[src/rtl/lsu_pkg.sv]
// Shared encodings for the load/store unit: RISC-V funct3 values, memory
// width codes and the sequencing FSM states.
package lsu_pkg;

   localparam logic [2:0] F3_B  = 3'b000;
   localparam logic [2:0] F3_H  = 3'b001;
   localparam logic [2:0] F3_W  = 3'b010;
   localparam logic [2:0] F3_D  = 3'b011;
   localparam logic [2:0] F3_BU = 3'b100;
   localparam logic [2:0] F3_HU = 3'b101;
   localparam logic [2:0] F3_WU = 3'b110;

   localparam logic [1:0] BW_BYTE   = 2'b00;
   localparam logic [1:0] BW_HALF   = 2'b01;
   localparam logic [1:0] BW_WORD   = 2'b10;
   localparam logic [1:0] BW_DOUBLE = 2'b11;

   typedef enum logic [1:0] {
      S_IDLE  = 2'd0,
      S_ISSUE = 2'd1,
      S_WAIT  = 2'd2,
      S_RESP  = 2'd3
   } lsu_state_t;

endpackage

[src/rtl/lsu_decode.sv]
// Combinational funct3 decode: memory width code, sign control, access size
// in bytes and an illegal-encoding flag for loads and stores.
module lsu_decode
   import lsu_pkg::*;
(
   input  logic [2:0] i_funct3,
   input  logic       i_is_store,
   output logic [1:0] o_bit_width,
   output logic       o_sign_extend,
   output logic [3:0] o_size,
   output logic       o_illegal
);

   always_comb begin
      o_bit_width   = BW_BYTE;
      o_sign_extend = 1'b0;
      o_illegal     = 1'b0;
      o_size        = 4'd1;
      case (i_funct3)
         F3_B:    begin o_bit_width = BW_BYTE;   o_sign_extend = 1'b1; end
         F3_H:    begin o_bit_width = BW_HALF;   o_sign_extend = 1'b1; end
         F3_W:    begin o_bit_width = BW_WORD;   o_sign_extend = 1'b1; end
         F3_D:    begin o_bit_width = BW_DOUBLE; o_sign_extend = 1'b1; end
         F3_BU:   begin o_bit_width = BW_BYTE;   o_sign_extend = 1'b0; end
         F3_HU:   begin o_bit_width = BW_HALF;   o_sign_extend = 1'b0; end
         F3_WU:   begin o_bit_width = BW_WORD;   o_sign_extend = 1'b0; end
         default: o_illegal = 1'b1;
      endcase
      // stores have no unsigned forms, so any funct3[2]=1 is illegal
      if (i_is_store) begin
         o_sign_extend = 1'b0;
         o_illegal     = i_funct3[2];
      end
      case (o_bit_width)
         BW_BYTE:   o_size = 4'd1;
         BW_HALF:   o_size = 4'd2;
         BW_WORD:   o_size = 4'd4;
         BW_DOUBLE: o_size = 4'd8;
         default:   o_size = 4'd1;
      endcase
   end

endmodule

[src/rtl/load_store_unit.sv]
// Single-outstanding load/store initiator: decodes the op, computes and range
// checks the effective address, drives the data memory and returns a result.
//
// state   | meaning
// S_IDLE  | ready for a request; latches fields on req_valid
// S_ISSUE | one cycle with mem_en=1, mem_wea=is_store
// S_WAIT  | load only; READ_LATENCY cycles, captures mem_dout on the last
// S_RESP  | resp_valid held until resp_ready
module load_store_unit #(
   parameter int READ_LATENCY = 1,
   parameter int ADDR_BITS    = 20
) (
   input  logic        clk,
   input  logic        rst,
   input  logic        req_valid,
   output logic        req_ready,
   input  logic        req_is_store,
   input  logic [2:0]  req_funct3,
   input  logic [63:0] req_base,
   input  logic [63:0] req_offset,
   input  logic [63:0] req_store_data,
   input  logic [4:0]  req_rd,
   output logic        resp_valid,
   input  logic        resp_ready,
   output logic [63:0] resp_data,
   output logic [4:0]  resp_rd,
   output logic        resp_fault,
   output logic        mem_en,
   output logic        mem_wea,
   output logic [63:0] mem_addr,
   output logic [63:0] mem_din,
   output logic [1:0]  mem_bit_width,
   output logic        mem_sign_extend,
   input  logic [63:0] mem_dout
);
   import lsu_pkg::*;

   localparam logic [1:0] LAT = 2'(READ_LATENCY);

   logic [1:0]  w_bit_width;
   logic        w_sign_extend;
   logic [3:0]  w_size;
   logic        w_illegal;
   logic [64:0] w_sum;
   logic [64:0] w_last;
   logic        w_range_fault;

   lsu_state_t  r_state;
   logic        r_is_store;
   logic [1:0]  r_cnt;

   lsu_decode u_decode (
      .i_funct3      (req_funct3),
      .i_is_store    (req_is_store),
      .o_bit_width   (w_bit_width),
      .o_sign_extend (w_sign_extend),
      .o_size        (w_size),
      .o_illegal     (w_illegal)
   );

   // base is an unsigned address, offset a signed immediate: bit 64 set
   // means the sum wrapped below zero or above 2^64-1
   assign w_sum         = {1'b0, req_base} + {req_offset[63], req_offset};
   assign w_last        = {1'b0, w_sum[63:0]} + {61'd0, w_size} - 65'd1;
   assign w_range_fault = w_sum[64] || (w_last >= (65'd1 << ADDR_BITS));

   assign req_ready = (r_state == S_IDLE) && !rst;

   always_ff @(posedge clk) begin
      if (rst) begin
         r_state         <= S_IDLE;
         r_is_store      <= 1'b0;
         r_cnt           <= 2'd0;
         resp_valid      <= 1'b0;
         resp_data       <= 64'd0;
         resp_rd         <= 5'd0;
         resp_fault      <= 1'b0;
         mem_en          <= 1'b0;
         mem_wea         <= 1'b0;
         mem_addr        <= 64'd0;
         mem_din         <= 64'd0;
         mem_bit_width   <= 2'd0;
         mem_sign_extend <= 1'b0;
      end else begin
         case (r_state)
            S_IDLE: begin
               if (req_valid) begin
                  mem_addr        <= w_sum[63:0];
                  mem_din         <= req_store_data;
                  mem_bit_width   <= w_bit_width;
                  mem_sign_extend <= w_sign_extend;
                  r_is_store      <= req_is_store;
                  resp_rd         <= req_rd;
                  resp_data       <= 64'd0;
                  if (w_illegal || w_range_fault) begin
                     resp_fault <= 1'b1;
                     resp_valid <= 1'b1;
                     r_state    <= S_RESP;
                  end else begin
                     resp_fault <= 1'b0;
                     mem_en     <= 1'b1;
                     mem_wea    <= req_is_store;
                     r_state    <= S_ISSUE;
                  end
               end
            end
            S_ISSUE: begin
               mem_wea <= 1'b0;
               if (r_is_store) begin
                  mem_en     <= 1'b0;
                  resp_valid <= 1'b1;
                  r_state    <= S_RESP;
               end else begin
                  r_cnt   <= LAT;
                  r_state <= S_WAIT;
               end
            end
            S_WAIT: begin
               if (r_cnt == 2'd1) begin
                  resp_data  <= mem_dout;
                  mem_en     <= 1'b0;
                  resp_valid <= 1'b1;
                  r_state    <= S_RESP;
               end else begin
                  r_cnt <= r_cnt - 2'd1;
               end
            end
            S_RESP: begin
               if (resp_ready) begin
                  resp_valid <= 1'b0;
                  r_state    <= S_IDLE;
               end
            end
            default: r_state <= S_IDLE;
         endcase
      end
   end

endmodule

[config.mk]
export PLATFORM = sky130hd
export DESIGN_NAME = load_store_unit
export DESIGN_NICKNAME = d
export VERILOG_FILES = /design/src/rtl/lsu_pkg.sv /design/src/rtl/lsu_decode.sv /design/src/rtl/load_store_unit.sv
export SDC_FILE = /design/constraint.sdc
export NUM_CORES = 1
export LEC_CHECK = 0
export BUFFER_PORTS_ARGS = -buffer_cell sky130_fd_sc_hd__buf_2
export CAP_MARGIN = 20
export CORE_AREA = 2 2 185 187
export DETAILED_ROUTE_END_ITERATION = 8
export DIE_AREA = 0 0 187 189
export PLACE_DENSITY = 0.7
export SLEW_MARGIN = 15
export SYNTH_ARGS = -nofsm -noshare
export SYNTH_HDL_FRONTEND = slang
export SYNTH_HIERARCHICAL = 1
export SYNTH_SLANG_ARGS = --single-unit
[constraint.sdc]
create_clock -name clk -period 8.37 [get_ports clk]
set_input_delay 0 -clock clk [delete_from_list [all_inputs] [get_ports clk]]
set_output_delay 0 -clock clk [all_outputs]
set_load 0.1 [all_outputs]
==> flow_summary.yaml, run 1 <==
worst_hold_path:
  min-delay-path-class: "in2reg"
  hp-start: "req_base[1]"
  worst_hold_path_endpoint: "mem_addr[1]"
  min_path_cells: 4
synthesis:
  sequential_share_of_the_synthesized_area_pct: 26.9
  post_synth_inst_count: 2101
  avgSynthCellArea_um2: 7.41
  synth-main-ff-cell: "sky130_fd_sc_hd__dfxtp_1"
  syn_nets: 2512
  ys_warn_count: 6
  synth_enable_flop_cells: 0
  post-synth-top-area-cell: "sky130_fd_sc_hd__dfxtp_1"
  synth.ff_latch_count: 209
  synthArstFlopShare_pct: 0
  post_synth_main_area_contributors: "sky130_fd_sc_hd__dfxtp_1 (27%), sky130_fd_sc_hd__ha_1 (11%), sky130_fd_sc_hd__a21oi_1 (8.9%)"
  synth.top_cell.area_share_pct: 26.9
  mapped_area_um2: 15600
  synth.distinct_cells: 98
place:
  dp_slack_ns: 0.451
  placement.io_buffers: 473
  routability_congestion_estimate: 0.929
  place_hpwl_um: 40900
drt:
  route.vias.total: 17700
  wl_met3_um: 3690
  route.detailed.vias_per_inst: 5.69
  dr.pass1.iters: 6
  route.final.wire_length_um: 55600
  drt-wirelength-per-cell_um: 17.9
  highest-signal-layer: "met4"
  met2_length_um: 25700
  wl_met1_um: 23900
  drt-initial-drc-count: 1065
  remaining_drc_errors: 0
  drt.antenna.violating_nets: 0
global_routing:
  largest_net_degree_at_the_start_of_global_routing: 123
  global_route.overflow_total: 0
  grt_pass1_wl_um: 87900
  first_global_vias: 16800
  antenna_found_initial: 0
  grt_usage_pct: 29.9
sta:
  min_period_over_period_pct: 90.2
  fin_worst_skew_ns: 0.0426
  max_freq_mhz: 132
  worst_slew_margin_rel_pct: 31.2
  final_setup_slack_of_the_worst_path_ns: 0.821
  finalSetupTns_ns: 0
  maxSlewViolCount: 0
  report.final.hold_viol_count: 0
  tightestPinTransition_ns: 1.03
  rsz0062_at_grt: "false"
  report.final.setup_viol: 0
  min_period_ns: 7.55
critical_path:
  setup.worst_path.end_class: "flop"
  timing.reg2reg.worst_path_depth: 8
  worst_path_dominant_cell_family: "compound AO/OA/AOI/OAI gates"
  cp.required_ns: 8.82
  critical_path_depth: 35
  path_max_fanout: 7
  crit_path_start_kind: "primary input"
  cp.buffers_inverters: 4
  crit_path_max_incr_delay_ns: 0.56
  worst_r2r_endpoint: "resp_data[31]"
  setup_slack_of_the_most_critical_reg_to_reg_path_ns: 5.19
  worst-setup-path-type: "in2reg"
  timing.rr.start: "r_state[0]"
  crit_path_frequent_cell: "sky130_fd_sc_hd__a21oi_1"
  worstPathArrival_ns: 8.00
  critPathSlowestCell: "sky130_fd_sc_hd__a2111oi_1"
clock_tree:
  cts_made_buffers: 24
  cts.sink_count: 209
  cts_max_path_buffers: 3
  cts_tree: "built"
  path_clk_slew_ns: 0.06
  cts.htree.levels: 1
  clk_root_buffer_cell: "sky130_fd_sc_hd__clkbuf_16"
  clock_latency_ns: 0.57
die:
  core_area_um2: 33300
  boundaryPins: 474
  initial_core_util_pct: 46.8
  row_count: 67
  die_area_um2: 35300
  die_span_in_x_um: 187
  die_height_um: 189
power:
  comb_power_share_pct: 63.0
  internal_power_w: 0.00284
  cellLeakagePower_nw: 9.60
  worst_ir_drop_vdd_v: 0.000252
  pwr-share-clk_pct: 16.8
  total_power_w: 0.00636
  power_share_of_the_sequential_group_pct: 20.2
  switching_power_w: 0.00352
  power.switching_fraction_pct: 55.4
  power.density_nw_per_um2: 313
outcome:
  status: "complete, no violations"
flow_run:
  cap_viol_max_count: 0
final_layout:
  fraction_of_layout_cells_with_a_size_suffix_above_1_pct: 21.5
  nNetsFinal: 3045
  antennaDiodeCount: 0
  area.sequential_um2: 4180
  area.growth.synth_to_final_pct: 30.6
  num-fill-cells: 2927
  multi_input_comb_area_um2: 10500
==> placed cells by master (no fill, tap or decap), types with 21 or more instances in the layout <==
master / netlist / final
sky130_fd_sc_hd__nor3_1: 22 / 22
sky130_fd_sc_hd__nand3_1: 47 / 47
sky130_fd_sc_hd__ha_1: 140 / 140
sky130_fd_sc_hd__a22oi_1: 68 / 68
sky130_fd_sc_hd__o21bai_1: 21 / 21
sky130_fd_sc_hd__inv_1: 114 / 114
sky130_fd_sc_hd__dlygate4sd3_1: 0 / 145
sky130_fd_sc_hd__nand2b_1: 22 / 22
sky130_fd_sc_hd__clkbuf_16: 0 / 24
sky130_fd_sc_hd__a21o_1: 66 / 66
sky130_fd_sc_hd__dfxtp_1: 209 / 209
sky130_fd_sc_hd__xnor2_1: 35 / 35
sky130_fd_sc_hd__o21ai_0: 73 / 73
sky130_fd_sc_hd__buf_2: 17 / 472
sky130_fd_sc_hd__nor2_1: 152 / 152
sky130_fd_sc_hd__nand4_1: 26 / 26
sky130_fd_sc_hd__nand2_1: 367 / 366
sky130_fd_sc_hd__a21oi_1: 278 / 278
sky130_fd_sc_hd__xor2_1: 33 / 33
==> flip-flops by register name, indices dropped and copies added, names as in the netlist <==
register	count
resp_data	64
mem_addr	64
mem_wea	1
r_state	2
r_is_store	1
resp_fault	1
resp_rd	5
mem_din	64
mem_sign_extend	1
resp_valid	1
mem_en	1
mem_bit_width	2
r_cnt	2
==> synthesized netlist by cell type (all sizes together), types with 4 or more instances <==
cell and instances:
a2111oi 7, a211o 11, a211oi 19, a21boi 4
a21o 66, a21oi 282, a221oi 8, a22oi 68
a31o 4, a31oi 14, and2 15, and3 17
and4 5, buf 38, clkbuf 78, dfxtp 209
ha 140, inv 115, mux2i 7, nand2 368
nand2b 23, nand3 49, nand3b 9, nand4 28
nor2 154, nor2b 19, nor3 22, nor3b 5
nor4 17, o2111ai 5, o211ai 17, o21a 10
o21ai 90, o21bai 21, o221ai 4, o311ai 6
o31a 7, o31ai 12, or2 5, or3 12
xnor2 35, xor2 33
==> layout make-up <==
type	instances	share of cell area (%)
Clock buffer	33	3.42
Sequential cell	209	20.6
Tap cell	448	2.76
Timing Repair Buffer	623	19.0
Inverter	115	2.12
Multi-Input combinational cell	1661	51.6
Clock inverter	11	0.505
==> how the worst max path moves through the flow <==
stage | startpoint | end | slack (ns)
2_1_floorplan | req_base[0] | mem_wea | 1.84
3_3_place_gp | req_base[0] | mem_wea | 0.68
3_5_place_dp | req_base[0] | mem_wea | 0.45
4_1_cts | req_offset[0] | mem_wea | 0.51
5_1_grt | req_offset[0] | mem_wea | 0.08
6_report | req_offset[0] | mem_wea | 0.82
==> cells by family after synthesis <==
| kind of cell | count (synthesis) | share of synthesized area [%] |
|---|---|---|
| XOR/XNOR | 68 | 3.83 |
| AO/OA/AOI/OAI | 684 | 28.5 |
| adder cells (fa/ha/maj) | 142 | 11.5 |
| flip-flops | 209 | 26.9 |
| buffers and inverters | 231 | 5.93 |
| multiplexers | 8 | 0.547 |
| AND/OR/NAND/NOR | 759 | 22.8 |
==> power groups by stage <==
| stage | logic (W) | clock network, W | registers, W |
|---|---|---|---|
| 3_3_place_gp | 0.00384 | 0 | 0.00129 |
| 5_1_grt | 0.00429 | 0.00113 | 0.00131 |
| 4_1_cts | 0.00395 | 0.00109 | 0.00128 |
| 3_5_place_dp | 0.00388 | 0 | 0.00130 |
| 6_report | 0.00401 | 0.00107 | 0.00129 |
| 2_1_floorplan | 0.00185 | 0 | 0.00256 |
==> stage by stage <==
step | utilization, % | instances | hold WS, ns | cell area (µm²)
floorplan | - | 2101 | 0.136 | 15600
global placement | 54.3 | 2911 | 0.235 | 18100
detailed placement | 54.3 | 2911 | 0.241 | 18100
CTS | 61.0 | 3100 | 0.00465 | 20300
global route | 61.1 | 3100 | 0.0302 | 20300
finish | 61.1 | 3100 | 0.0229 | 20300
==> tightest hold or removal path, stage by stage <==
cell,delay [ns]
sky130_fd_sc_hd__buf_2,0.12
sky130_fd_sc_hd__inv_1,0.08
sky130_fd_sc_hd__fa_1,0.22
sky130_fd_sc_hd__a211oi_1,0.08
==> layer usage <==
metal,track usage (%),up-vias
li1,-,8546
met1,38.3,8241
met2,50.5,727
met3,4.71,138
met4,11.7,0
met5,0,-
==> timing repair <==
action                                  4_1_cts  5_1_grt
endpoints found under the setup margin        0        5
buffers inserted                              0        0
hold endpoints to repair                    147        0
hold buffers                                145        0
gates resized for setup                       0        2
Power figures use the tool's default switching activity.
==> inputs of run 2 (changes only) <==
- CTS_CLUSTER_SIZE: not set -> 25
- clock period: 8.37 -> 7.1 ns (I/O delays scaled with it)
==> run 2 against run 1 <==
  * Worst hold slack better by 0.012 ns
  * Cell count is 4.4% higher
  * Combinational power is 25% higher
  * Clock skew is 0.028 ns lower
  * Critical path type unchanged
  * Largest cell class unchanged
==> flow_summary.yaml, run 2 (synthesis results as in run 1) <==
global_routing:
  global_route.overflow_total: 0
  met2_usage_pct: 52.9
  grt_usage_pct: 30.9
  global_route.usage.met3_pct: 4.76
  antenna_found_initial: 1
  largest_net_degree_at_the_start_of_global_routing: 144
  first_global_vias: 17500
  grt.busiest_layer: "met2"
  grt_pass1_wl_um: 90800
  grtUsageMet1_pct: 38.9
sta:
  rsz0062_at_grt: "false"
  finalSetupTns_ns: 0
  min_period_over_period_pct: 91.7
  fin_worst_skew_ns: 0.0141
  report.final.hold_viol_count: 0
  report.final.setup_viol: 0
  finalHoldWorstSlack_ns: 0.0350
  worst_slew_margin_rel_pct: 42.8
  maxSlewViolCount: 0
  max_freq_mhz: 154
  min_period_ns: 6.51
  tightestPinTransition_ns: 0.858
power:
  worst_ir_drop_vdd_v: 0.000288
  pwr-share-clk_pct: 15.9
  internal_power_w: 0.00357
  power.switching_fraction_pct: 54.2
  power.density_nw_per_um2: 364
  comb_power_share_pct: 64.6
  cellLeakagePower_nw: 10.3
  switching_power_w: 0.00422
  power_share_of_the_sequential_group_pct: 19.5
final_layout:
  layout_top_registers: "mem_addr: 64 flops, mem_din: 64 flops, resp_data: 64 flops"
  area.sequential_um2: 4180
  fraction_of_layout_cells_with_a_size_suffix_above_1_pct: 25.6
  leading_cell_type_in_the_layout_fill_and_taps_excluded: "sky130_fd_sc_hd__buf_2"
  num-fill-cells: 2829
  fin_util_pct: 64.2
  multi_input_comb_area_um2: 10500
  commonest_non_fill_non_tap_cells_in_the_layout: "sky130_fd_sc_hd__buf_2 (472), sky130_fd_sc_hd__nand2_1 (366), sky130_fd_sc_hd__a21oi_1 (277)"
  area.growth.synth_to_final_pct: 37.4
  nNetsFinal: 3185
critical_path:
  worst-setup-path-type: "in2reg"
  worstPathArrival_ns: 6.94
  path_max_fanout: 5
  cp.required_ns: 7.53
  crit_path_max_incr_delay_ns: 0.42
  timing.rr.start: "r_state[1]"
  worst_setup_startpoint: "req_base[0]"
  crit_path_start_kind: "primary input"
  setup.worst_path.end_class: "flop"
  critPathSlowestCell: "sky130_fd_sc_hd__a221oi_2"
drt:
  route.vias.total: 18400
  dr.pass1.iters: 6
  route.final.wire_length_um: 58300
  drt-wirelength-per-cell_um: 18.0
  drt.antenna.violating_nets: 0
  remaining_drc_errors: 0
  drt-initial-drc-count: 1160
  route.detailed.vias_per_inst: 5.68
clock_tree:
  cts_made_buffers: 24
  cts_max_path_buffers: 3
  clk_root_buffer_cell: "sky130_fd_sc_hd__clkbuf_16"
  path_clk_slew_ns: 0.06
  cts_tree: "built"
  cts.htree.levels: 1
  clock_latency_ns: 0.55
  cts.sink_count: 209
outcome:
  status: "complete, no violations"
die:
  die_span_in_x_um: 187
  initial_core_util_pct: 46.8
  core_area_um2: 33300
  die_area_um2: 35300
  boundaryPins: 474
  row_count: 67
  die_height_um: 189
place:
  placement.io_buffers: 473
  routability_congestion_estimate: 0.983
  place_hpwl_um: 42700
flow_run:
  cap_viol_max_count: 0
worst_hold_path:
  min-delay-path-class: "in2reg"
  hp-start: "req_offset[11]"
run 2: cell count changes in the layout (fill, tap and decap cells not counted), sizes merged:
cell and change:
buf +145, clkinv -8, dlygate4sd3 -5, bufinv +1
clkbuf +1, diode +1
run 2: metrics by stage:
stage               power, W  instance area (µm²)  setup slack [ns]  std cells
finish               0.00779                21400             0.592       3235
global route         0.00821                21400            0.0652       3234
CTS                  0.00770                21300             0.217       3230
detailed placement   0.00637                19100            -0.559       3053
global placement     0.00631                19100            -0.295       3053
floorplan            0.00520                15600             0.574       2101
run 2: routing by layer:
| metal | vias to the layer above | routed length (µm) | part of all wire, % |
|---|---|---|---|
| li1 | 8822 | - | - |
| met1 | 8536 | 24300 | 42 |
| met2 | 827 | 27100 | 46 |
| met3 | 191 | 4250 | 7.3 |
| met4 | 0 | 2660 | 4.6 |
| met5 | - | 0 | 0 |
run 2: final timing paths:
check	to	slack (ns)	cells after the start
min reg2reg	mem_bit_width[0]	0.45	2
max reg2reg	mem_addr[12]	4.22	6
max	mem_wea	0.59	35
min	mem_addr[11]	0.03	5
run 2: repair_timing:
item                       4_1_cts  5_1_grt
setup buffers                    0        2
setup endpoints to repair        2        5
pin swaps                        0        2
hold buffers                   139        1
resized for setup                1        7
hold endpoints to repair       141       39
run 2: power by group through the flow:
stage	Clock [W]	Sequential [W]	Combinational, W
after global placement	0	0.00152	0.00479
after floorplan	0	0.00302	0.00218
after detailed placement	0	0.00153	0.00484
final	0.00124	0.00152	0.00503
after global routing	0.00130	0.00154	0.00537
after CTS	0.00126	0.00151	0.00493
run 2: final cells by class:
class | instances | share of cell area, %
Antenna cell | 1 | 0.0117
Clock buffer | 34 | 3.17
Clock inverter | 4 | 0.380
Inverter | 115 | 2.02
Multi-Input combinational cell | 1661 | 49.2
Sequential cell | 209 | 19.6
Tap cell | 448 | 2.62
Timing Repair Buffer | 763 | 23.0
run 2: worst max-delay path: cells and delay by family:
family,cells,cell delay [ns]
AOI/OAI and AO/OA,16,3.39
and+or+nand+nor,10,1.73
xor gates and xnor gates,1,0.22
adders and majority gates,3,0.90
muxes,1,0.33
buffers and inverters,4,0.38
